===== src/rtl/lane_hit_judge_if.sv =====
`default_nettype none
// +----------------------------------------------------------------------------+
// | Module      : lane_hit_judge_if                                            |
// | Description : Falling-square link between a square generator (master) and  |
// |               the lane judge (slave). The square publishes its edges and   |
// |               state; the judge answers with a one-cycle retire request.    |
// | Signals     : y1       12  square top edge (pixels)                        |
// |               y2       12  square bottom edge (pixels)                     |
// |               sq_state 2   00 IDLE, 01 FALLING, 10 DONE, 11 reserved       |
// |               clear    1   one-cycle pulse, retire the square              |
// | Revision    : 1.0  initial release                                         |
// +----------------------------------------------------------------------------+
interface lane_hit_judge_if;
  logic [11:0] y1;
  logic [11:0] y2;
  logic [1:0]  sq_state;
  logic        clear;

  // Square generator side
  modport master (
    output y1,
    output y2,
    output sq_state,
    input  clear
  );

  // Judge side
  modport slave (
    input  y1,
    input  y2,
    input  sq_state,
    output clear
  );
endinterface
`default_nettype wire


===== src/rtl/lane_hit_judge.sv =====
`default_nettype none
// +----------------------------------------------------------------------------+
// | Module      : lane_hit_judge                                               |
// | Description : Per-lane hit judge. Synchronises and debounces the lane      |
// |               button, grades each press against a fixed hit line as        |
// |               PERFECT / GOOD / MISS, retires the square and keeps a        |
// |               saturating score and combo count.                            |
// | Ports       : i_clk    in   1   pixel clock                                |
// |               i_rst    in   1   synchronous active-high reset              |
// |               i_btn    in   1   raw asynchronous lane button, active-high  |
// |               sq_if    slave    square coords/state in, clear out         |
// |               o_hit    out  1   pulse: press graded PERFECT or GOOD        |
// |               o_miss   out  1   pulse: square passed the window unpressed  |
// |               o_grade  out  2   00 none, 01 MISS, 10 GOOD, 11 PERFECT      |
// |               o_score  out  16  running score, saturating                  |
// |               o_combo  out  8   consecutive hits, saturating               |
// | Revision    : 1.0  initial release                                         |
// +----------------------------------------------------------------------------+
module lane_hit_judge #(
  parameter int HIT_LINE_Y  = 420,
  parameter int PERFECT_WIN = 8,
  parameter int GOOD_WIN    = 24,
  parameter int DEB_CYCLES  = 16,
  parameter int PTS_PERFECT = 100,
  parameter int PTS_GOOD    = 50
) (
  input  logic                   i_clk,
  input  logic                   i_rst,
  input  logic                   i_btn,
  lane_hit_judge_if.slave        sq_if,
  output logic                   o_hit,
  output logic                   o_miss,
  output logic [1:0]             o_grade,
  output logic [15:0]            o_score,
  output logic [7:0]             o_combo
);

  // --------------------------------------------------------------------------
  // Constants
  // --------------------------------------------------------------------------
  localparam int            c_DEB_W    = $clog2(DEB_CYCLES + 1);
  localparam [c_DEB_W-1:0]  c_DEB_LAST = c_DEB_W'(DEB_CYCLES - 1);

  localparam [12:0] c_HIT_Y    = 13'(HIT_LINE_Y);
  localparam [12:0] c_PERF_WIN = 13'(PERFECT_WIN);
  localparam [12:0] c_GOOD_WIN = 13'(GOOD_WIN);
  localparam [12:0] c_PASS_Y   = 13'(HIT_LINE_Y + GOOD_WIN);

  localparam [15:0] c_PTS_PERF = 16'(PTS_PERFECT);
  localparam [15:0] c_PTS_GOOD = 16'(PTS_GOOD);

  localparam [1:0] c_SQ_FALLING = 2'b01;

  localparam [1:0] c_GR_NONE = 2'b00;
  localparam [1:0] c_GR_MISS = 2'b01;
  localparam [1:0] c_GR_GOOD = 2'b10;
  localparam [1:0] c_GR_PERF = 2'b11;

  localparam [1:0] c_ST_IDLE  = 2'd0;
  localparam [1:0] c_ST_ARMED = 2'd1;
  localparam [1:0] c_ST_JUDGE = 2'd2;
  localparam [1:0] c_ST_WAIT  = 2'd3;

  // --------------------------------------------------------------------------
  // Button input path: 2-flop synchroniser -> debouncer -> rising-edge pulse
  // --------------------------------------------------------------------------
  logic               sync1_q;
  logic               sync2_q;
  logic [c_DEB_W-1:0] deb_cnt_q;
  logic [c_DEB_W-1:0] deb_cnt_d;
  logic               deb_lvl_q;
  logic               deb_lvl_d;
  logic               deb_prev_q;
  logic               press_q;

  // The counter only runs while the synchronised sample disagrees with the
  // accepted level; any sample that agrees again restarts the count, so a
  // new level must be seen DEB_CYCLES times in a row to be taken.
  always_comb begin
    deb_cnt_d = deb_cnt_q;
    deb_lvl_d = deb_lvl_q;
    if (sync2_q == deb_lvl_q) begin
      deb_cnt_d = '0;
    end else if (deb_cnt_q == c_DEB_LAST) begin
      deb_lvl_d = sync2_q;
      deb_cnt_d = '0;
    end else begin
      deb_cnt_d = deb_cnt_q + 1'b1;
    end
  end

  always_ff @(posedge i_clk) begin
    if (i_rst) begin
      sync1_q    <= 1'b0;
      sync2_q    <= 1'b0;
      deb_cnt_q  <= '0;
      deb_lvl_q  <= 1'b0;
      deb_prev_q <= 1'b0;
      press_q    <= 1'b0;
    end else begin
      sync1_q    <= i_btn;
      sync2_q    <= sync1_q;
      deb_cnt_q  <= deb_cnt_d;
      deb_lvl_q  <= deb_lvl_d;
      deb_prev_q <= deb_lvl_q;
      // One pulse per accepted rising level; a held button never re-fires.
      press_q    <= deb_lvl_q & ~deb_prev_q;
    end
  end

  // --------------------------------------------------------------------------
  // Geometry: square centre, distance to hit line, passed-window flag
  // --------------------------------------------------------------------------
  logic [12:0] w_sum;
  logic [12:0] w_centre;
  logic [12:0] w_dist;
  logic        w_in_perf;
  logic        w_in_good;
  logic        w_passed;
  logic        w_falling;

  // Sum in 13 bits so two 12-bit edges cannot overflow before the halving.
  assign w_sum     = {1'b0, sq_if.y1} + {1'b0, sq_if.y2};
  assign w_centre  = {1'b0, w_sum[12:1]};
  assign w_dist    = (w_centre >= c_HIT_Y) ? (w_centre - c_HIT_Y)
                                           : (c_HIT_Y - w_centre);
  assign w_in_perf = (w_dist <= c_PERF_WIN);
  assign w_in_good = (w_dist <= c_GOOD_WIN);
  assign w_passed  = ({1'b0, sq_if.y1} > c_PASS_Y);
  assign w_falling = (sq_if.sq_state == c_SQ_FALLING);

  // --------------------------------------------------------------------------
  // Judgement FSM
  // --------------------------------------------------------------------------
  logic [1:0] state_q;
  logic [1:0] state_d;
  logic [1:0] verdict_d;

  // State register
  always_ff @(posedge i_clk) begin
    if (i_rst) begin
      state_q <= c_ST_IDLE;
    end else begin
      state_q <= state_d;
    end
  end

  // Next-state logic. verdict_d is only meaningful on the transition into
  // JUDGE, where it selects the grade that the scoring registers latch.
  always_comb begin
    state_d   = state_q;
    verdict_d = c_GR_NONE;
    case (state_q)
      c_ST_IDLE: begin
        if (w_falling) begin
          state_d = c_ST_ARMED;
        end
      end
      c_ST_ARMED: begin
        if (!w_falling) begin
          // Square retired by someone else: abandon silently.
          state_d = c_ST_IDLE;
        end else if (press_q && w_in_good) begin
          // A valid press beats a simultaneous passed condition.
          state_d   = c_ST_JUDGE;
          verdict_d = w_in_perf ? c_GR_PERF : c_GR_GOOD;
        end else if (w_passed) begin
          state_d   = c_ST_JUDGE;
          verdict_d = c_GR_MISS;
        end
      end
      c_ST_JUDGE: begin
        state_d = c_ST_WAIT;
      end
      c_ST_WAIT: begin
        // Hold until the square leaves FALLING so it is judged only once.
        if (!w_falling) begin
          state_d = c_ST_IDLE;
        end
      end
      default: begin
        state_d = c_ST_IDLE;
      end
    endcase
  end

  // --------------------------------------------------------------------------
  // Score / combo / grade registers, updated on entry to JUDGE so the new
  // values are visible during the JUDGE cycle together with the pulses.
  // --------------------------------------------------------------------------
  logic [1:0]  grade_q;
  logic [15:0] score_q;
  logic [15:0] score_d;
  logic [7:0]  combo_q;
  logic [7:0]  combo_d;
  logic [15:0] w_pts;
  logic [16:0] w_score_sum;
  logic        w_is_hit;

  always_comb begin
    w_pts = 16'd0;
    case (verdict_d)
      c_GR_PERF: w_pts = c_PTS_PERF;
      c_GR_GOOD: w_pts = c_PTS_GOOD;
      default:   w_pts = 16'd0;
    endcase
  end

  assign w_is_hit    = verdict_d[1];
  assign w_score_sum = {1'b0, score_q} + {1'b0, w_pts};

  always_comb begin
    score_d = w_score_sum[16] ? 16'hFFFF : w_score_sum[15:0];
    if (!w_is_hit) begin
      combo_d = 8'd0;
    end else if (combo_q == 8'hFF) begin
      combo_d = 8'hFF;
    end else begin
      combo_d = combo_q + 8'd1;
    end
  end

  always_ff @(posedge i_clk) begin
    if (i_rst) begin
      grade_q <= c_GR_NONE;
      score_q <= 16'd0;
      combo_q <= 8'd0;
    end else if (state_d == c_ST_JUDGE) begin
      grade_q <= verdict_d;
      score_q <= score_d;
      combo_q <= combo_d;
    end
  end

  // Output logic: pulses are decoded from the registered state, so they can
  // only ever be high for the single JUDGE cycle.
  always_comb begin
    sq_if.clear = (state_q == c_ST_JUDGE);
    o_hit       = (state_q == c_ST_JUDGE) && grade_q[1];
    o_miss      = (state_q == c_ST_JUDGE) && (grade_q == c_GR_MISS);
  end

  assign o_grade = grade_q;
  assign o_score = score_q;
  assign o_combo = combo_q;

endmodule
`default_nettype wire

===== src/flat_wrapper.sv =====
// flat-port wrapper written by rule: the top's interface ports become plain ports
module lane_hit_judge_flat 
#(
  parameter int HIT_LINE_Y  = 420,
  parameter int PERFECT_WIN = 8,
  parameter int GOOD_WIN    = 24,
  parameter int DEB_CYCLES  = 16,
  parameter int PTS_PERFECT = 100,
  parameter int PTS_GOOD    = 50
)
  (i_clk, i_rst, i_btn, o_hit, o_miss, o_grade, o_score, o_combo, sq_if_y1, sq_if_y2, sq_if_sq_state, sq_if_clear);
  lane_hit_judge_if sq_if_i ();
  input  logic i_clk;
  input  logic i_rst;
  input  logic i_btn;
  output logic o_hit;
  output logic o_miss;
  output logic [1:0] o_grade;
  output logic [15:0] o_score;
  output logic [7:0] o_combo;
  input wire logic [$bits(sq_if_i.y1)-1:0] sq_if_y1;
  input wire logic [$bits(sq_if_i.y2)-1:0] sq_if_y2;
  input wire logic [$bits(sq_if_i.sq_state)-1:0] sq_if_sq_state;
  output wire logic [$bits(sq_if_i.clear)-1:0] sq_if_clear;
  assign sq_if_i.y1 = sq_if_y1;
  assign sq_if_i.y2 = sq_if_y2;
  assign sq_if_i.sq_state = sq_if_sq_state;
  assign sq_if_clear = sq_if_i.clear;
  lane_hit_judge #(.HIT_LINE_Y(HIT_LINE_Y), .PERFECT_WIN(PERFECT_WIN), .GOOD_WIN(GOOD_WIN), .DEB_CYCLES(DEB_CYCLES), .PTS_PERFECT(PTS_PERFECT), .PTS_GOOD(PTS_GOOD)) u_core (.i_clk(i_clk), .i_rst(i_rst), .i_btn(i_btn), .sq_if(sq_if_i), .o_hit(o_hit), .o_miss(o_miss), .o_grade(o_grade), .o_score(o_score), .o_combo(o_combo));
endmodule

===== config.mk =====
export PLATFORM = sky130hd
export DESIGN_NAME = lane_hit_judge_flat
export DESIGN_NICKNAME = d
export VERILOG_FILES = /design/src/rtl/lane_hit_judge_if.sv /design/src/rtl/lane_hit_judge.sv /design/src/flat_wrapper.sv
export SDC_FILE = /design/constraint.sdc
export NUM_CORES = 1
export LEC_CHECK = 0
export ABC_AREA = 1
export BUFFER_PORTS_ARGS = -buffer_cell sky130_fd_sc_hd__buf_4
export CORE_AREA = 3 3 101 103
export CTS_CLUSTER_SIZE = 24
export DETAILED_ROUTE_END_ITERATION = 8
export DIE_AREA = 0 0 104 106
export PLACE_DENSITY = 0.63
export SYNTH_ARGS = -nofsm -noshare
export SYNTH_HDL_FRONTEND = slang
export SYNTH_SLANG_ARGS = --single-unit

===== constraint.sdc =====
create_clock -name i_clk -period 5.3 [get_ports i_clk]
set_input_delay 0.795 -clock i_clk [delete_from_list [all_inputs] [get_ports i_clk]]
set_output_delay 0.795 -clock i_clk [all_outputs]
set_load 0.03 [all_outputs]

==> metrics.md, run 1 <==
| Metric | Value |
|---|---|
| Number of flops mapped to enable cells by yosys | 0 |
| Worst Setup Start Kind | input port |
| Area of the multi-input gates | roughly 2400 um^2 |
| Depth of the CTS H-tree | 2 |
| Seq cells post-synth | 38 |
| Crit-path slowest cell | fa_2 |
| Initial antenna violation count | 0 |
| Mapped Nets | ~670 |
| Hold wc startpoint | u_core.deb_prev_q$_SDFF_PP0_ |
| Cell Area, Synth | between 3000 and 4000 um^2 |
| Largest net degree at the start of global routing | 28 |
| Max_cap viols | 0 |
| Top-count cell post-synth | nand2_1 |
| Worst IR Drop VDD | between 0.15 and 0.2 mV |
| Final Hold Vio Count | 0 |
| Slew Limit Fails | 0 |
| Share of cells above drive strength 1 | 0.1570 |
| DR vias | 3955 |
| Syn Area/Cell | about 5.7 um^2 |
| TritonCTS Buffers | 5 |
| Die Wd | 104 um |
| Vias in the first global route | 3748 |
| Clock-pin transition on the worst setup and hold timing paths | about 0.08 ns |
| Reg2Reg Launch Point | u_core.state_q[0]$_SDFF_PP0_ |
| Synth warn | 0 |
| Vias per inst | around 4.8 |
| # IOs | 58 |
| Share of the synthesized area in the top cell type | 0.2216 |
| Total track usage | 0.1741 |
| HPWL Detailed | ~7.5 mm |
| Diode count | 0 |
| Post-route cell area | ~4300 um^2 |
| Fmax | between 0.2 and 0.25 GHz |
| Worst-path fanout max | 6 |
| Area delta synth->final | 22.76% |
| Peak per-stage delay on the critical path | 0.39 ns |
| Cell taking the most area after synthesis | nand2_1 |
| Slew @ Worst Pin | between 0.3 and 0.4 ns |
| Clk_skew | about 0.0063 ns |
| Asr flop ratio synth | 0 |
| DRT antenna net count | 0 |
| Area contributors post-synth | nand2_1 22%, dfxtp_1 21%, inv_1 11%, nand3_1 8.5%, ha_1 7.1% |
| Root Driver | clkbuf_8 |
| PwrDens | roughly 210 nW/um^2 |
| Placed cell area | ~4100 um^2 |
| DRC | 0 |
| RSZ-0062 raised after global routing | false |
| Hold Path Class | reg -> reg |
| Total die area | between 10000 and 15000 um^2 |
| Critical Path End Type | flop |
| Sequential element share of the synthesized area | 0.2148 |
| Cells on worst reg2reg path | 22 |
| CTS sink cnt | 38 |
| First-pass DRT Iterations | 5 |
| Filler cell count | a little over 1000 |
| Hold buffer count at CTS | 0 |
| Row Count | 35 |
| Top FF cell, synth | dfxtp_1 |
| Flip-flop and latch area | approximately 760 um^2 |
| Gr ovfl total | 0 |
| Initial cell density of the core | 0.3814 |
| Hold Path Depth | 1 |
| Synth top cells by count | 209 x nand2_1, 104 x inv_1, 60 x nand3_1 |
| CP most frequent cell | nand2_1 |
| CTS tree | yes |
| Final #Nets | 737 |
| Status | finished clean |
| Final setup viols | 0 |
| Initial drt markers | 198 |
| Leakage | 2.288 nW |
| Worst path required time | 5.54 ns |
| R2r setup slk | 2.92 ns |
| Slew margin rel. | 0.7530 |
| Worst-Skew Late Latency | 0.29 ns |
| Tmin final | 4.700 ns |
| First-pass GRT wire length | between 15 and 20 mm |
| Hold Path End | u_core.press_q$_SDFF_PP0_ |
| Synthesized instance count | a little over 600 |
| Final period utilization | 0.8869 |
| Wire per inst | roughly 11 um |
| FF-to-FF End | u_core.o_score[9]$_SDFFE_PP0N_ |
| Total negative slack | 0 ns |
| Drt total wl | around 9.4 mm |
| Yosys cell types | 34 |
| CTS Buffer Depth | 2 |
| Number of port buffers | 57 |
| Arrival time worst endpoint | 4.95 ns |
| Core area | 9284 um^2 |
| Final Wtd Congestion | 0.9072 |
| DIE HEIGHT | roughly 110 um |
| CP Class | in -> reg |
## sequential cells by signal (all words and copies together), names as in the netlist
name,count
u_core.deb_prev_q,1
u_core.o_grade,2
u_core.deb_cnt_q,5
u_core.o_score,16
u_core.sync2_q,1
u_core.press_q,1
u_core.deb_lvl_q,1
u_core.sync1_q,1
u_core.state_q,2
u_core.o_combo,8
## worst max-delay path by stage
stage	start	to	slack [ns]	depth (start not counted)
floorplan	sq_if_y2[1]	u_core.o_score[9]$_SDFFE_PP0N_	0.33	38
global route	sq_if_y1[2]	u_core.o_score[9]$_SDFFE_PP0N_	0.009	42
CTS	sq_if_y2[1]	u_core.o_score[9]$_SDFFE_PP0N_	0.41	40
detailed placement	sq_if_y2[1]	u_core.o_score[9]$_SDFFE_PP0N_	0.11	40
finish	sq_if_y2[1]	u_core.o_score[9]$_SDFFE_PP0N_	0.60	40
global placement	sq_if_y2[1]	u_core.o_score[9]$_SDFFE_PP0N_	0.30	40
## cell families after synthesis
| family | share of synthesized area |
|---|---|
| AND/OR/NAND/NOR | 0.4717 |
| AO/OA/AOI/OAI | 0.08905 |
| adder cells (fa/ha/maj) | 0.07633 |
| XOR/XNOR | 0.02686 |
| flip-flops | 0.2148 |
| buffers and inverters | 0.1212 |
## per-layer routing
metal | share of wire | global-route usage | vias up | routed length [um]
li1 | - | - | 2107 | -
met1 | 0.47 | 0.2241 | 1748 | 4385
met2 | 0.47 | 0.3106 | 93 | 4407
met3 | 0.052 | 0.02550 | 7 | 483
met4 | 0.0093 | 0.03419 | 0 | 87
met5 | 0 | 0 | - | 0
## report_power, final
part,switching (mW),total (mW),internal (mW)
clock,0.109,0.297,0.189
sequential,0.00188,0.289,0.288
combinational,0.214,0.331,0.117
total,0.325,0.918,0.593
## worst max-delay path, delay by kind of cell
family        cells  cell delay (ns)
simple gates     28             2.63
buf+inv           9             0.77
xor+xnor          1             0.23
fa+ha+maj         2             0.52
## stage by stage
step           setup slack, ns  hold slack [ns]  power (mW)  utilization  instances
2_1_floorplan           0.3285           0.3732      0.5350            -        621
3_3_place_gp            0.2995           0.3820      0.6090       0.4447        804
3_5_place_dp            0.1089           0.3896      0.6126       0.4447        804
4_1_cts                 0.4092           0.4051      0.9118       0.4596        812
5_1_grt               0.009145           0.4225      0.9830       0.4682        817
6_report                0.5995           0.4015      0.9184       0.4682        817
## repair_timing
item,4_1_cts,5_1_grt
setup endpoints to repair,0,12
buffers inserted,0,5
gates resized for setup,0,14
## cell usage in the layout, fill, tap and decap left out, drive strengths merged, types with 4 or more instances in the layout
cell,n
o211ai,4
nor2,61
inv,108
nand4,16
clkbuf,5
nand2,217
dfxtp,38
nand3,65
buf,65
o21ai,17
nor3,17
xor2,8
a21oi,30
ha,20
## final cells by class
class	count	share of cell area
Clock buffer	5	0.01583
Clock inverter	3	0.01583
Inverter	108	0.09326
Multi-Input combinational cell	469	0.5498
Sequential cell	38	0.1750
Tap cell	129	0.03713
Timing Repair Buffer	65	0.1131
Power figures use the tool's default switching activity.
==> run 2, diff against run 1 <==
BUFFER_PORTS_ARGS = -buffer_cell sky130_fd_sc_hd__buf_2   (was -buffer_cell sky130_fd_sc_hd__buf_4)
==> metrics.md, run 2 (synthesized netlist as in run 1, its figures left out) <==
| Metric | Value |
|---|---|
| Worst-path fanout max | 5 (-1) |
| Area delta synth->final | 17.35% |
| Core area | 9284 um^2 (unchanged) |
| Tmin final | 4.790 ns (+0.08956 ns) |
| Total die area | 11020 um^2 (unchanged) |
| Largest net degree at the start of global routing | 28 (unchanged) |
| Gr ovfl total | 0 (unchanged) |
| Worst Slack Setup Final | 0.5100 ns (-0.08956 ns) |
| Most common cell after layout, fill and taps aside | nand2_1 |
| Vias per inst | 4.874 (+0.68%) |
| Filler cell count | 1016 (-1.1%) |
| Total negative slack | 0 ns (unchanged) |
| Wire per inst | 11.46 um (about the same) |
| CP Class | in -> reg |
| Util after Layout | 0.4476 (-0.02062) |
| Diode count | 0 (unchanged) |
| Clock-pin transition on the worst setup and hold timing paths | 0.08 ns (about the same) |
| Worst IR Drop VDD | 0.1990 mV (+19%) |
| DRC | 0 (unchanged) |
| CTS Buffer Depth | 2 (unchanged) |
| Setup WS pre-CTS | 0.1059 ns (-0.003042 ns) |
| Slew margin rel. | 0.6397 (-0.1133) |
| CP most frequent cell | nand2_1 |
| Final #Nets | 735 (-0.27%) |
| Die Wd | 104 um (unchanged) |
| DRT antenna net count | 0 (unchanged) |
| CTS sink cnt | 38 (unchanged) |
| Root Driver | clkbuf_8 |
| Area of the multi-input gates | 2380 um^2 (-0.42%) |
| First-pass DRT Iterations | 5 (unchanged) |
| Status | finished clean |
| Leakage | 2.235 nW (-2.3%) |
| HPWL Detailed | 7.534 mm (-0.17%) |
| Initial cell density of the core | 0.3814 (unchanged) |
| Drt total wl | 9.337 mm (-0.28%) |
| DIE HEIGHT | 106 um (unchanged) |
| Worst-Skew Late Latency | 0.29 ns (about the same) |
| Crit-path slowest cell | fa_1 |
| Commonest cells after routing, fill and taps aside | 207 x nand2_1, 103 x inv_1, 60 x nand3_1 |
| Depth of the CTS H-tree | 2 (unchanged) |
| Hold Path Depth | 1 (unchanged) |
| Fmax | 0.2088 GHz (-1.9%) |
| First-pass GRT wire length | 16.40 mm (-0.92%) |
| Slew Limit Fails | 0 (unchanged) |
| Arrival time worst endpoint | 4.97 ns (+0.02 ns) |
| CTS tree | yes |
| Final Hold Vio Count | 0 (unchanged) |
| Final period utilization | 0.9038 (+0.01690) |
| DR vias | 3972 (+0.43%) |
| Worst path required time | 5.48 ns (-0.06 ns) |
| Row Count | 35 (unchanged) |
| Total track usage | 0.1730 (-0.001147) |
| TritonCTS Buffers | 5 (unchanged) |
| PwrDens | 205.2 nW/um^2 (-2.9%) |
| Initial antenna violation count | 0 (unchanged) |
| Cells on worst reg2reg path | 15 (-32%) |
| Final setup viols | 0 (unchanged) |
| Max_cap viols | 0 (unchanged) |
| Slew @ Worst Pin | 0.5404 ns (+0.1716 ns) |
| Worst Setup Start Kind | input port |
| Number of port buffers | 57 (unchanged) |
| Clk_skew | 0.007267 ns (+0.0009398 ns) |
| Peak per-stage delay on the critical path | 0.45 ns (+0.06 ns) |
| Initial drt markers | 182 (-8.1%) |
| Hold Path Class | reg -> reg |
| Vias in the first global route | 3681 (-1.8%) |
| Max FFs per register | 16 (unchanged) |
| Final Wtd Congestion | 0.9134 (+0.68%) |
| # IOs | 58 (unchanged) |
| Share of cells above drive strength 1 | 0.1501 (-0.006831) |
| Flip-flop and latch area | 760.7 um^2 (unchanged) |
| Critical Path End Type | flop |
==> run 2: worst paths after layout <==
path | from | endpoint | slack, ns
setup / recovery | sq_if_y2[1] | u_core.o_score[4]$_SDFFE_PP0N_ | 0.51
hold / removal | u_core.deb_prev_q$_SDFF_PP0_ | u_core.press_q$_SDFF_PP0_ | 0.40
setup reg to reg | u_core.state_q[0]$_SDFF_PP0_ | u_core.o_score[4]$_SDFFE_PP0N_ | 2.92
hold reg to reg | u_core.deb_prev_q$_SDFF_PP0_ | u_core.press_q$_SDFF_PP0_ | 0.40
==> run 2: repair_timing <==
action                                  in CTS  in global routing
buffers inserted                             0                  3
hold buffers                                 0                  0
endpoints found under the setup margin       0                  6
gates resized for setup                      0                 11
==> run 2: area by class of cell <==
cell class / count / area share
well taps: 129 / 0.03884
multi-input cells: 469 / 0.5727
clock inverters: 3 / 0.01084
inverters: 108 / 0.09756
flip-flops and latches: 38 / 0.1831
clock buffers: 5 / 0.01656
repair buffers: 63 / 0.08040
==> run 2: worst max-delay path: cells and delay by family <==
family	cells	cell delay (ns)
adders and majority gates	3	0.96
AOI/OAI and AO/OA	2	0.37
and+or+nand+nor	21	1.98
buffers and inverters	7	0.61
xor gates and xnor gates	1	0.24
==> run 2: metal layers <==
layer	part of all wire	vias to the layer above	global-route usage	wire length, um
li1	-	2100	-	-
met5	0	-	0	0
met4	0.010	0	0.03609	98
met3	0.040	9	0.02247	370
met2	0.48	77	0.3157	4470
met1	0.47	1786	0.2177	4397
==> run 2: power by group <==
group          switching, mW  internal, mW  total, mW
clock                  0.105         0.140      0.245
combinational          0.212         0.106      0.319
sequential           0.00178         0.288      0.289
==> run 2: per-stage QoR <==
step | cell area [um^2] | power, mW | hold WS (ns) | std cells
floorplan | 3541 | 0.5350 | 0.3732 | 621
global placement | 3986 | 0.6034 | 0.3815 | 804
detailed placement | 3986 | 0.6071 | 0.3908 | 804
CTS | 4100 | 0.8546 | 0.4015 | 812
global route | 4155 | 0.9233 | 0.4135 | 815
finish | 4155 | 0.8527 | 0.3959 | 815
